<file path="src/rtl/mul_share_arbiter.sv">
// ============================================================================
// mul_share_arbiter
//   Round-robin front end sharing one multi-cycle signed multiplier.
//   Revision: 1.0
// ============================================================================
`default_nettype none

module mul_share_arbiter #(
    parameter int  NUM_REQ = 4,
    parameter int  TIMEOUT = 64,
    localparam int ID_W    = $clog2(NUM_REQ)
) (
    input  logic                   clk,
    input  logic                   rst,
    input  logic [NUM_REQ-1:0]     req_valid_i,
    input  logic [NUM_REQ*8-1:0]   req_a_i,
    input  logic [NUM_REQ*8-1:0]   req_b_i,
    output logic [NUM_REQ-1:0]     req_ready_o,
    output logic                   rsp_valid_o,
    output logic [ID_W-1:0]        rsp_id_o,
    output logic [15:0]            rsp_result_o,
    output logic                   rsp_err_o,
    output logic                   mul_start_o,
    output logic [7:0]             mul_a_o,
    output logic [7:0]             mul_b_o,
    input  logic [15:0]            mul_result_i,
    input  logic                   mul_busy_i,
    input  logic                   mul_done_i
);

    localparam int TM_W = $clog2(TIMEOUT);

    localparam logic [2:0] ST_IDLE    = 3'd0;
    localparam logic [2:0] ST_ISSUE   = 3'd1;
    localparam logic [2:0] ST_WAIT    = 3'd2;
    localparam logic [2:0] ST_CAPTURE = 3'd3;
    localparam logic [2:0] ST_RESP    = 3'd4;

    logic [2:0]      state_q,      state_d;
    logic [ID_W-1:0] rr_ptr_q,     rr_ptr_d;
    logic [ID_W-1:0] owner_q,      owner_d;
    logic [7:0]      op_a_q,       op_a_d;
    logic [7:0]      op_b_q,       op_b_d;
    logic [TM_W-1:0] timer_q,      timer_d;
    logic            abort_q,      abort_d;
    logic [ID_W-1:0] rsp_id_q,     rsp_id_d;
    logic [15:0]     rsp_result_q, rsp_result_d;
    logic            rsp_err_q,    rsp_err_d;

    logic            grant_found;
    logic [ID_W-1:0] grant_idx;
    logic [ID_W-1:0] scan_idx;
    logic            grant_w;

    // First valid requester at or after the round-robin pointer.
    always_comb begin
        grant_found = 1'b0;
        grant_idx   = '0;
        scan_idx    = '0;
        for (int k = 0; k < NUM_REQ; k++) begin
            scan_idx = ID_W'((int'(rr_ptr_q) + k) % NUM_REQ);
            if (!grant_found && req_valid_i[scan_idx]) begin
                grant_found = 1'b1;
                grant_idx   = scan_idx;
            end
        end
    end

    // The multiplier has no reset, so never start it unless it looks idle.
    assign grant_w = (state_q == ST_IDLE) && !mul_busy_i && !mul_done_i && grant_found;

    always_comb begin
        state_d      = state_q;
        rr_ptr_d     = rr_ptr_q;
        owner_d      = owner_q;
        op_a_d       = op_a_q;
        op_b_d       = op_b_q;
        timer_d      = timer_q;
        abort_d      = abort_q;
        rsp_id_d     = rsp_id_q;
        rsp_result_d = rsp_result_q;
        rsp_err_d    = rsp_err_q;
        case (state_q)
            ST_IDLE: begin
                if (grant_w) begin
                    owner_d   = grant_idx;
                    op_a_d    = req_a_i[int'(grant_idx)*8 +: 8];
                    op_b_d    = req_b_i[int'(grant_idx)*8 +: 8];
                    rr_ptr_d  = (grant_idx == ID_W'(NUM_REQ-1)) ? '0 : grant_idx + 1'b1;
                    rsp_err_d = 1'b0;
                    state_d   = ST_ISSUE;
                end
            end
            ST_ISSUE: begin
                timer_d = '0;
                abort_d = 1'b0;
                state_d = ST_WAIT;
            end
            ST_WAIT: begin
                // Aborts route through CAPTURE so they respond on the same
                // schedule as a completion arriving on the final wait cycle.
                if (mul_done_i) begin
                    state_d = ST_CAPTURE;
                end else if (timer_q == TM_W'(TIMEOUT-1)) begin
                    abort_d = 1'b1;
                    state_d = ST_CAPTURE;
                end else begin
                    timer_d = timer_q + 1'b1;
                end
            end
            ST_CAPTURE: begin
                rsp_id_d     = owner_q;
                rsp_result_d = abort_q ? 16'd0 : mul_result_i;
                rsp_err_d    = abort_q;
                state_d      = ST_RESP;
            end
            ST_RESP: begin
                state_d = ST_IDLE;
            end
            default: begin
                state_d = ST_IDLE;
            end
        endcase
    end

    always_ff @(posedge clk) begin
        if (rst) begin
            state_q      <= ST_IDLE;
            rr_ptr_q     <= '0;
            owner_q      <= '0;
            op_a_q       <= '0;
            op_b_q       <= '0;
            timer_q      <= '0;
            abort_q      <= 1'b0;
            rsp_id_q     <= '0;
            rsp_result_q <= '0;
            rsp_err_q    <= 1'b0;
        end else begin
            state_q      <= state_d;
            rr_ptr_q     <= rr_ptr_d;
            owner_q      <= owner_d;
            op_a_q       <= op_a_d;
            op_b_q       <= op_b_d;
            timer_q      <= timer_d;
            abort_q      <= abort_d;
            rsp_id_q     <= rsp_id_d;
            rsp_result_q <= rsp_result_d;
            rsp_err_q    <= rsp_err_d;
        end
    end

    assign req_ready_o  = grant_w ? (NUM_REQ'(1) << grant_idx) : '0;
    assign mul_start_o  = (state_q == ST_ISSUE);
    assign mul_a_o      = op_a_q;
    assign mul_b_o      = op_b_q;
    assign rsp_valid_o  = (state_q == ST_RESP);
    assign rsp_id_o     = rsp_id_q;
    assign rsp_result_o = rsp_result_q;
    assign rsp_err_o    = rsp_err_q;

endmodule

`default_nettype wire
</file>
<file path="config.mk">
export PLATFORM = sky130hd
export DESIGN_NAME = mul_share_arbiter
export DESIGN_NICKNAME = d
export VERILOG_FILES = /design/src/rtl/mul_share_arbiter.sv
export SDC_FILE = /design/constraint.sdc
export NUM_CORES = 1
export LEC_CHECK = 0
export ABC_AREA = 1
export CORE_MARGIN = 1
export CORE_UTILIZATION = 30
export CTS_BUF_LIST = sky130_fd_sc_hd__clkbuf_8
export DETAILED_ROUTE_END_ITERATION = 10
export GPL_ROUTABILITY_DRIVEN = 0
export PLACE_DENSITY_LB_ADDON = 0.12
export SYNTH_ARGS = -nofsm -noshare
export SYNTH_HDL_FRONTEND = slang
export SYNTH_SLANG_ARGS = --single-unit
</file>
<file path="constraint.sdc">
create_clock -name clk -period 4 [get_ports clk]
set_clock_uncertainty 0.2 [all_clocks]
set_input_delay 0.4 -clock clk [delete_from_list [all_inputs] [get_ports clk]]
set_output_delay 0.4 -clock clk [all_outputs]
set_load 0.005 [all_outputs]
</file>
==> results of run 1 <==
cells in the mapped netlist, drive strengths merged, types with 2 or more instances:
master    n
a22oi    16
nor3b     2
o21ai     6
clkbuf    6
nor2     89
buf      17
dfxtp    49
nand3b   17
inv      40
nand3    39
nand2   152
ha        3
nor3      5
a21oi    12
metrics by stage:
stage          instances  total power, mW  area [um2]  hold slack [ps]
2_1_floorplan        460            0.992        2880              237
3_3_place_gp         699             1.22        4230              258
3_5_place_dp         699             1.22        4230              270
4_1_cts              707             1.59        4340              287
5_1_grt              707             1.70        4340              318
6_report             707             1.56        4340              285
worst reg2reg max path, delay by kind of cell, from the launching register on:
family	cells	cell delay (ps)
AND/OR/NAND/NOR	7	960
flip-flops	1	590
buffers and inverters	2	370
adder cells (fa/ha/maj)	1	310
AO/OA/AOI/OAI	2	220
worst paths after layout:
path	endpoint	startpoint	slack (ps)
worst max register to register	rr_ptr_q[1]$_SDFFE_PP0P_	rr_ptr_q[0]$_SDFFE_PP0P_	1230
worst min-delay path	owner_q[1]$_SDFFE_PP0P_	owner_q[1]$_SDFFE_PP0P_	280
worst max-delay path	req_ready_o[2]	rr_ptr_q[0]$_SDFFE_PP0P_	440
worst min register to register	owner_q[1]$_SDFFE_PP0P_	owner_q[1]$_SDFFE_PP0P_	280
final cells by class:
type / count / share of cell area, %
tap: 129 / 3.72
clock buffer: 5 / 1.58
sequential: 49 / 22.6
inverter: 40 / 3.46
multi-input combinational: 348 / 37.3
clock inverter: 3 / 1.01
timing repair buffer: 133 / 30.4
flip-flops by register name (all words and copies together) (netlist names):
signal / cells
abort_q: 1
rr_ptr_q: 2
timer_q: 6
mul_b_o: 8
owner_q: 2
state_q: 3
mul_a_o: 8
rsp_id_o: 2
rsp_err_o: 1
rsp_result_o: 16
routing by layer:
layer,track usage (%),up-vias
li1,-,1688
met1,21.1,1470
met2,31.0,73
met3,5.43,9
met4,4.30,0
met5,0,-
report_power, final:
part           switching [mW]  internal, mW
Clock                   0.166         0.187
Combinational           0.371         0.278
Sequential             0.0286         0.528
Total                   0.566         0.993
cells in the final DEF, fill, tap and decap left out, types with 2 or more instances in the layout:
cell type,instances
nand2_1,147
clkdlybuf4s50_1,128
nor2_1,85
dfxtp_1,49
inv_1,38
nand3_1,38
nand3b_1,17
a22oi_1,16
a21oi_1,12
nor3_1,5
o21ai_0,5
clkbuf_8,5
buf_4,5
nand2_2,4
ha_1,3
inv_2,2
nor2_2,2
nor3b_1,2
cells by family (layout without fill, tap and decap cells):
group                      Yosys count  after routing  share of synthesized area [%]
AOI/OAI and AO/OA                   39             39                           8.70
adders and majority gates            3              3                           1.31
buffers and inverters               63            181                           9.57
DFF                                 49             49                           34.1
and+or+nand+nor                    306            306                           46.3
==> results.md, run 1 <==
- H-tree depth: 2
- Leak: 1.96 nW
- CP bufs+invs: 4
- First-pass GRT wire length: 14.3 mm
- Area Overhead vs Synth: 51.0%
- CTS sink count: 49
- Final antenna-violating net count: 0
- Hold WC Path Type: reg -> reg
- Die ar.: 9980 um2
- WP data arrival: 2960 ps
- Core box area: 9280 um2
- Clock Pin Slew Worst Setup and Hold Paths: 90 ps
- Crit-path slowest cell: dfxtp_1
- Post-synthesis register bit count: 49
- Met2 Wirelength: 4.20 mm
- Post-synth top area share: 34.1%
- Clock buffer count from CTS: 5
- Power Density: 359 nW/um2
- Antenna violations before repair: 0
- Setup bufs post-CTS: 0
- Max rail drop VDD: 151 uV
- Residual DRC count: 0
- Row count: 35
- Met3 wire len: 560 um
- DRT met1 WL: 3.68 mm
- IO Port Bufs: 128
- Register area share after synthesis: 34.1%
- Setup_tns: 0 ps
- Tcrit/Tclk final: 88.9%
- Setup WS pre-CTS: 599 ps
- Core Util, Final: 46.8%
- Setup Viol. Count Final: 0
- Slew @ Worst Pin: 649 ps
- TritonCTS clock tree: done
- Final min period: 3560 ps
- Post-detailed-routing wire length: 8.53 mm
- Mapped cell area: 2880 um2
- Worst Setup Path Type: reg -> out
- Share of synthesized flip-flops with an asynchronous set or reset: 0%
- Max cap viols: 0
- CP Depth: 13
- Vias in the first global route: 3138
- Final hold violation count: 0
- Post-Synthesis Mean Instance Area: 6.25 um2
- Die Height: 99.9 um
- Deepest clock path buffer count: 2
- Synth area leader: dfxtp_1
- Largest net degree at the start of global routing: 36
- Tot GR Track Use: 17.7%
- Mapped Nets: 551
- Largest delay share family, worst path: simple AND/OR/NAND/NOR gates
- Top FF cell, synth: dfxtp_1
- Post-synth EDFFs: 0
- Clock Root Buffer: clkbuf_8
- Total congestion overflow: 0
- Hold Crit Depth: 2
- # resized after CTS: 0
- DRT iter0 DRCs: 75
- Detailed-router iteration count before antenna repair: 4
- DR top layer: met4
- Multi-input logic area: 1620 um2
- WL per Instance: 12.1 um
- Critical Path End Type: output port
- Synthesis warning total: 0
- Number of fill cells: 990
- Storage cell area: 981 um2
- Post-CTS Hold Buffers: 0
- R2R depth: 12
- Number of I/O pins: 129
- F_max: 281 MHz
- Horiz. Die Dim: 99.9 um
- Synthesized instance count: 460
- Initial cell density of the core: 31.0%
- Status: complete, no violations
- Setup ws final: 445 ps
- DR vias: 3240
- Max Slew Vio Count: 0
- Largest stage delay on the critical path: 590 ps
- ANT cells: 0
- CP Max Fanout: 18
- Slew HR: 56.6%
- Total Nets Final: 668
- Post-DR vias/cell: 4.58
- Netlist cell types: 32
- Worst EP required: 3400 ps
- Share of cells above drive strength 1: 4.33%
- Clk Latency, worst-skew pair: 300 ps
- Synth area leaders: dfxtp_1 34%, nand2_1 19%, nor2_1 11%, nand3_1 6.6%, inv_1 5.0%
- RSZ-0062 raised after global routing: no
- Worst setup SP type: flip-flop
- Crit path top cell by count: nand2_1
- Dpl hpwl: 6.36 mm
- Crit path cell chain: inv_2 > nand2_1 > nand2_2 > nand2_1 > nand2_1 > nand4_1 > nand2_1 > nor2_4 > inv_1 > ha_1 > inv_1 > nor2_1 > clkdlybuf4s50_1
(Power assumes the default switching activity.)
==> inputs of run 2 (changes only) <==
DONT_BUFFER_PORTS = 1   (was default)
==> run 2 against run 1 <==
Net effect: wire length is 9.6% lower; via count is 14% lower; power decreased by 13%; global-route usage shrank 1.8 points.
==> results.md, run 2 (synthesized netlist as in run 1, its figures left out) <==
- Setup Viol. Count Final: 0
- CP Depth: 10
- Worst EP required: 3400 ps
- Max FFs per register: 16
- Clock buffer count from CTS: 5
- Setup crit end: req_ready_o[1]
- Residual DRC count: 0
- Die Height: 99.9 um
- HP Start: mul_result_i[11]
- Total Nets Final: 539
- Setup bufs post-CTS: 0
- Critical Path End Type: output port
- Setup_tns: 0 ps
- CP bufs+invs: 2
- Hold WC Path Type: in -> reg
- Design area: 3040 um2
- Total congestion overflow: 0
- Max rail drop VDD: 200 uV
- WP data arrival: 2550 ps
- Most common library cell in the layout ignoring fill and taps: nand2_1
- Placed cells: 569
- Slew @ Worst Pin: 896 ps
- Clock Root Buffer: clkbuf_8
- Final hold violation count: 0
- Die ar.: 9980 um2
- R2R setup slack: 1200 ps
- F_max: 317 MHz
- First-pass GRT wire length: 12.6 mm
- Row count: 35
- Detailed-router iteration count before antenna repair: 7
- CP Max Fanout: 44
- Dpl hpwl: 5.42 mm
- GRT Max-Usage Layer: met2
- Crit path cell chain: inv_2 > nand2_1 > nand3_1 > nand2_2 > nor2_2 > nand3b_1 > nand2_2 > nor2_1 > inv_1 > nor2_1
- H-tree depth: 2
- R2R Path End: mul_b_o[0]$_SDFFE_PP0P_
- RSZ-0062 raised after global routing: no
- Core box area: 9280 um2
- Horiz. Die Dim: 99.9 um
- Largest net degree at the start of global routing: 45
- IO Port Bufs: 0
- Crit-path slowest cell: dfxtp_1
- DR vias: 2777
- Final antenna-violating net count: 0
- Share of cells above drive strength 1: 5.12%
- CTS sink count: 49
- Clk Latency, worst-skew pair: 300 ps
- ANT cells: 0
- Commonest cells after routing, fill and taps aside: 147 x nand2_1, 85 x nor2_1, 49 x dfxtp_1
- TritonCTS clock tree: done
- Max Slew Vio Count: 0
- Reg2Reg Launch Point: rr_ptr_q[0]$_SDFFE_PP0P_
- Initial cell density of the core: 31.0%
- Met3 global-route usage: 4.25%
- Worst setup SP type: flip-flop
- R2R depth: 12
- WL per Instance: 13.3 um
- Area Overhead vs Synth: 5.79%
- Tcrit/Tclk final: 78.8%
- Largest delay share family, worst path: simple AND/OR/NAND/NOR gates
- Antenna violations before repair: 0
- Non-Filler Instances: 578
- Largest stage delay on the critical path: 560 ps
- DRT iter0 DRCs: 100
- Number of fill cells: 1071
- Worst Setup Path Type: reg -> out
- Grt met2 use: 27.2%
- Vias in the first global route: 2648
- Max cap viols: 0
- Placed Instance Area: 2930 um2
- Number of I/O pins: 129
- M1 GR Usage: 19.4%
- Critical Path Start: rr_ptr_q[0]$_SDFFE_PP0P_
- Tot GR Track Use: 15.9%
- Slew HR: 40.0%
- Post-DR vias/cell: 4.80
- Status: complete, no violations
- Power Density: 446 nW/um2
- Post-detailed-routing wire length: 7.71 mm
- Final min period: 3150 ps
- Deepest clock path buffer count: 2
- Leak: 1.46 nW
- Clock Pin Slew Worst Setup and Hold Paths: 90 ps
-- run 2: changes by cell type in the layout (fill, tap and decap cells not counted), sizes merged --
cell	previous run	this run
clkinvlp	0	2
bufinv	1	0
clkdlybuf4s50	128	0
buf	5	4
clkinv	1	0
-- run 2: how the worst min path moves through the flow --
stage,endpoint,cells after the start
finish,rsp_result_o[11]$_SDFFE_PP0P_,2
global route,rsp_result_o[13]$_SDFFE_PP0P_,2
CTS,rsp_result_o[11]$_SDFFE_PP0P_,2
detailed placement,owner_q[1]$_SDFFE_PP0P_,2
global placement,owner_q[1]$_SDFFE_PP0P_,2
floorplan,abort_q$_SDFFE_PP0P_,2
-- run 2: per-stage QoR --
step	setup slack, ps	power (mW)	utilization, %	hold slack (ps)
detailed placement	1130	1.07	31.6	253
global route	511	1.49	32.8	22.5
CTS	779	1.39	32.8	27.3
finish	847	1.36	32.8	44.7
floorplan	1760	0.992	-	237
global placement	1220	1.07	31.6	250
-- run 2: final cells by class --
type / instances / area, um2 / area share [%]
flip-flops and latches: 49 / 981 / 32.3
clock inverters: 3 / 18.8 / 0.617
clock buffers: 5 / 68.8 / 2.26
well taps: 129 / 161 / 5.31
multi-input cells: 348 / 1620 / 53.2
repair buffers: 4 / 42.5 / 1.40
inverters: 40 / 150 / 4.94
-- run 2: power breakdown --
group | internal [mW] | leakage, nW | switching [mW] | total (mW)
registers | 0.528 | 0.397 | 0.0387 | 0.566
logic | 0.154 | 1.03 | 0.343 | 0.497
clock network | 0.121 | 0.0416 | 0.171 | 0.292
-- run 2: timing repair --
action | 4_1_cts | 5_1_grt
resized for setup | 0 | 0
hold buffers | 1 | 0
endpoints found under the hold margin | 39 | 0
endpoints found under the setup margin | 0 | 0
-- run 2: routing by layer --
layer | vias to the layer above | routed length, um
met5 | - | 0
met4 | 0 | 75
met3 | 7 | 532
met2 | 83 | 3630
met1 | 1258 | 3470
li1 | 1429 | -
==> inputs of run 3 (changes only) <==
clock period = 3 ns   (was 4 ns; I/O delays follow)
==> run 3 against run 2 <==
Net effect: cell count is 3.6% higher; global-route usage is 0.58 points higher; sequential share of layout area is 2.0 points lower; hold slack worse by 2.7 ps; clock-buffer cell count stayed put; critical path depth is 2 higher; power is 37% higher; cell area is 6.7% higher; combinational power is 39% higher; flip-flop and latch count stayed put; core utilization is 2.2 points higher; critical path type unchanged; clock power is 39% higher.
==> results.md, run 3 (synthesized netlist as in run 1, its figures left out) <==
- CTS sink count: 49
- Post-detailed-routing wire length: 7.89 mm
- WP data arrival: 2130 ps
- Total Nets Final: 560
- Hold Crit Depth: 4
- Setup_tns: 0 ps
- Max cap viols: 0
- Final antenna-violating net count: 0
- Final hold violation count: 0
- Leak: 1.56 nW
- Core box area: 9280 um2
- Commonest cells after routing, fill and taps aside: 147 x nand2_1, 85 x nor2_1, 48 x dfxtp_1
- Slew HR: 68.5%
- Clock buffer count from CTS: 5
- Core Util, Final: 34.9%
- Area Overhead vs Synth: 12.8%
- Vias in the first global route: 2869
- WL per Instance: 13.2 um
- Power Density: 572 nW/um2
- Number of I/O pins: 129
- Hold WC Path Type: in -> reg
- DRT iter0 DRCs: 82
- Status: complete, no violations
- Final min period: 2630 ps
- IO Port Bufs: 0
- Row count: 35
- Max Slew Vio Count: 0
- Post-DR vias/cell: 4.75
- Number of fill cells: 1051
- Largest net degree at the start of global routing: 40
- Antenna violations before repair: 0
- Tot GR Track Use: 16.5%
- TritonCTS clock tree: done
- Total congestion overflow: 0
- Setup WS pre-CTS: 491 ps
- Clock Pin Slew Worst Setup and Hold Paths: 100 ps
- Deepest clock path buffer count: 2
- Tot Pwr: 1.85 mW
- Share of cells above drive strength 1: 6.38%
- RSZ-0062 raised after global routing: no
- Detailed-router iteration count before antenna repair: 4
- Horiz. Die Dim: 99.9 um
- Tcrit/Tclk final: 87.8%
- Worst EP required: 2500 ps
- Die ar.: 9980 um2
- Clk Latency, worst-skew pair: 300 ps
- First-pass GRT wire length: 13.2 mm
- Clock Root Buffer: clkbuf_8
- CP Max Fanout: 19
- Worst Setup Path Type: reg -> out
- Worst setup SP type: flip-flop
- R2R depth: 14
- Residual DRC count: 0
- DR vias: 2848
- F_max: 380 MHz
- Max rail drop VDD: 215 uV
- Dpl hpwl: 5.65 mm
- Max FFs per register: 16
- Die Height: 99.9 um
- Slew @ Worst Pin: 468 ps
- ANT cells: 0
- Setup ws final: 365 ps
- Setup Viol. Count Final: 0
- Initial cell density of the core: 31.0%
- H-tree depth: 2
- Most common library cell in the layout ignoring fill and taps: nand2_1
- Critical Path End Type: output port
[run 3: cell count changes in the layout (fill, tap and decap cells not counted), sizes merged]
| cell | delta |
|---|---|
| clkinvlp | -2 |
| buf | +5 |
| dlygate4sd3 | +16 |
| clkinv | +3 |
| inv | -1 |
[run 3: path summary, 6_finish.rpt]
kind	from	to	slack, ps
setup / recovery	rr_ptr_q[0]$_SDFFE_PP0P_	req_ready_o[3]	370
setup reg to reg	rr_ptr_q[0]$_SDFFE_PP0P_	mul_a_o[5]$_SDFFE_PP0P_	670
hold reg to reg	owner_q[1]$_SDFFE_PP0P_	owner_q[1]$_SDFFE_PP0P_	270
hold / removal	mul_done_i	state_q[0]$_SDFFE_PP0P_	40
[run 3: what timing repair did]
action	4_1_cts	5_1_grt
resized for setup	0	1
setup buffers	0	0
hold endpoints to repair	39	0
hold buffers	17	0
setup endpoints to repair	0	2
[run 3: final cells by class]
| cell class | instances | area (um2) | share of cell area (%) |
|---|---|---|---|
| clock buffer | 5 | 68.8 | 2.12 |
| clock inverter | 3 | 22.5 | 0.694 |
| inverter | 40 | 150 | 4.63 |
| multi-input combinational | 348 | 1620 | 49.9 |
| sequential | 49 | 982 | 30.3 |
| tap | 129 | 161 | 4.97 |
| timing repair buffer | 25 | 240 | 7.40 |
[run 3: through the flow]
step	instance area (um2)	instances	hold WS [ps]
final	3240	599	42.0
after global routing	3240	599	46.4
after CTS	3240	599	21.5
after detailed placement	2970	574	176
after global placement	2970	574	175
after floorplan	2880	460	237
[run 3: power breakdown]
| part | total [mW] | switching, mW | internal [mW] | leakage [nW] |
|---|---|---|---|---|
| Sequential | 0.756 | 0.0520 | 0.704 | 0.398 |
| Combinational | 0.692 | 0.456 | 0.235 | 1.12 |
| Clock | 0.407 | 0.240 | 0.166 | 0.0481 |
| Total | 1.85 | 0.749 | 1.11 | 1.56 |
[run 3: routing by layer]
| layer | GRT usage, % | vias up | share of wire [%] |
|---|---|---|---|
| met4 | 5.20 | 0 | 1.4 |
| met5 | 0 | - | 0 |
| li1 | - | 1470 | - |
| met3 | 4.39 | 9 | 6.2 |
| met2 | 27.9 | 80 | 47 |
| met1 | 20.3 | 1289 | 45 |
[run 3: worst max-delay path, cell delays in order, from the launching register on]
cell and delay [ps]:
dfxtp_2 390, inv_2 160, nand2_1 120, nand3_1 120, nand2_2 80, nor2_2 140
nand3_1 120, nand2_2 110, nand2_4 140, inv_1 120, ha_1 150, inv_1 40
nor2_1 140
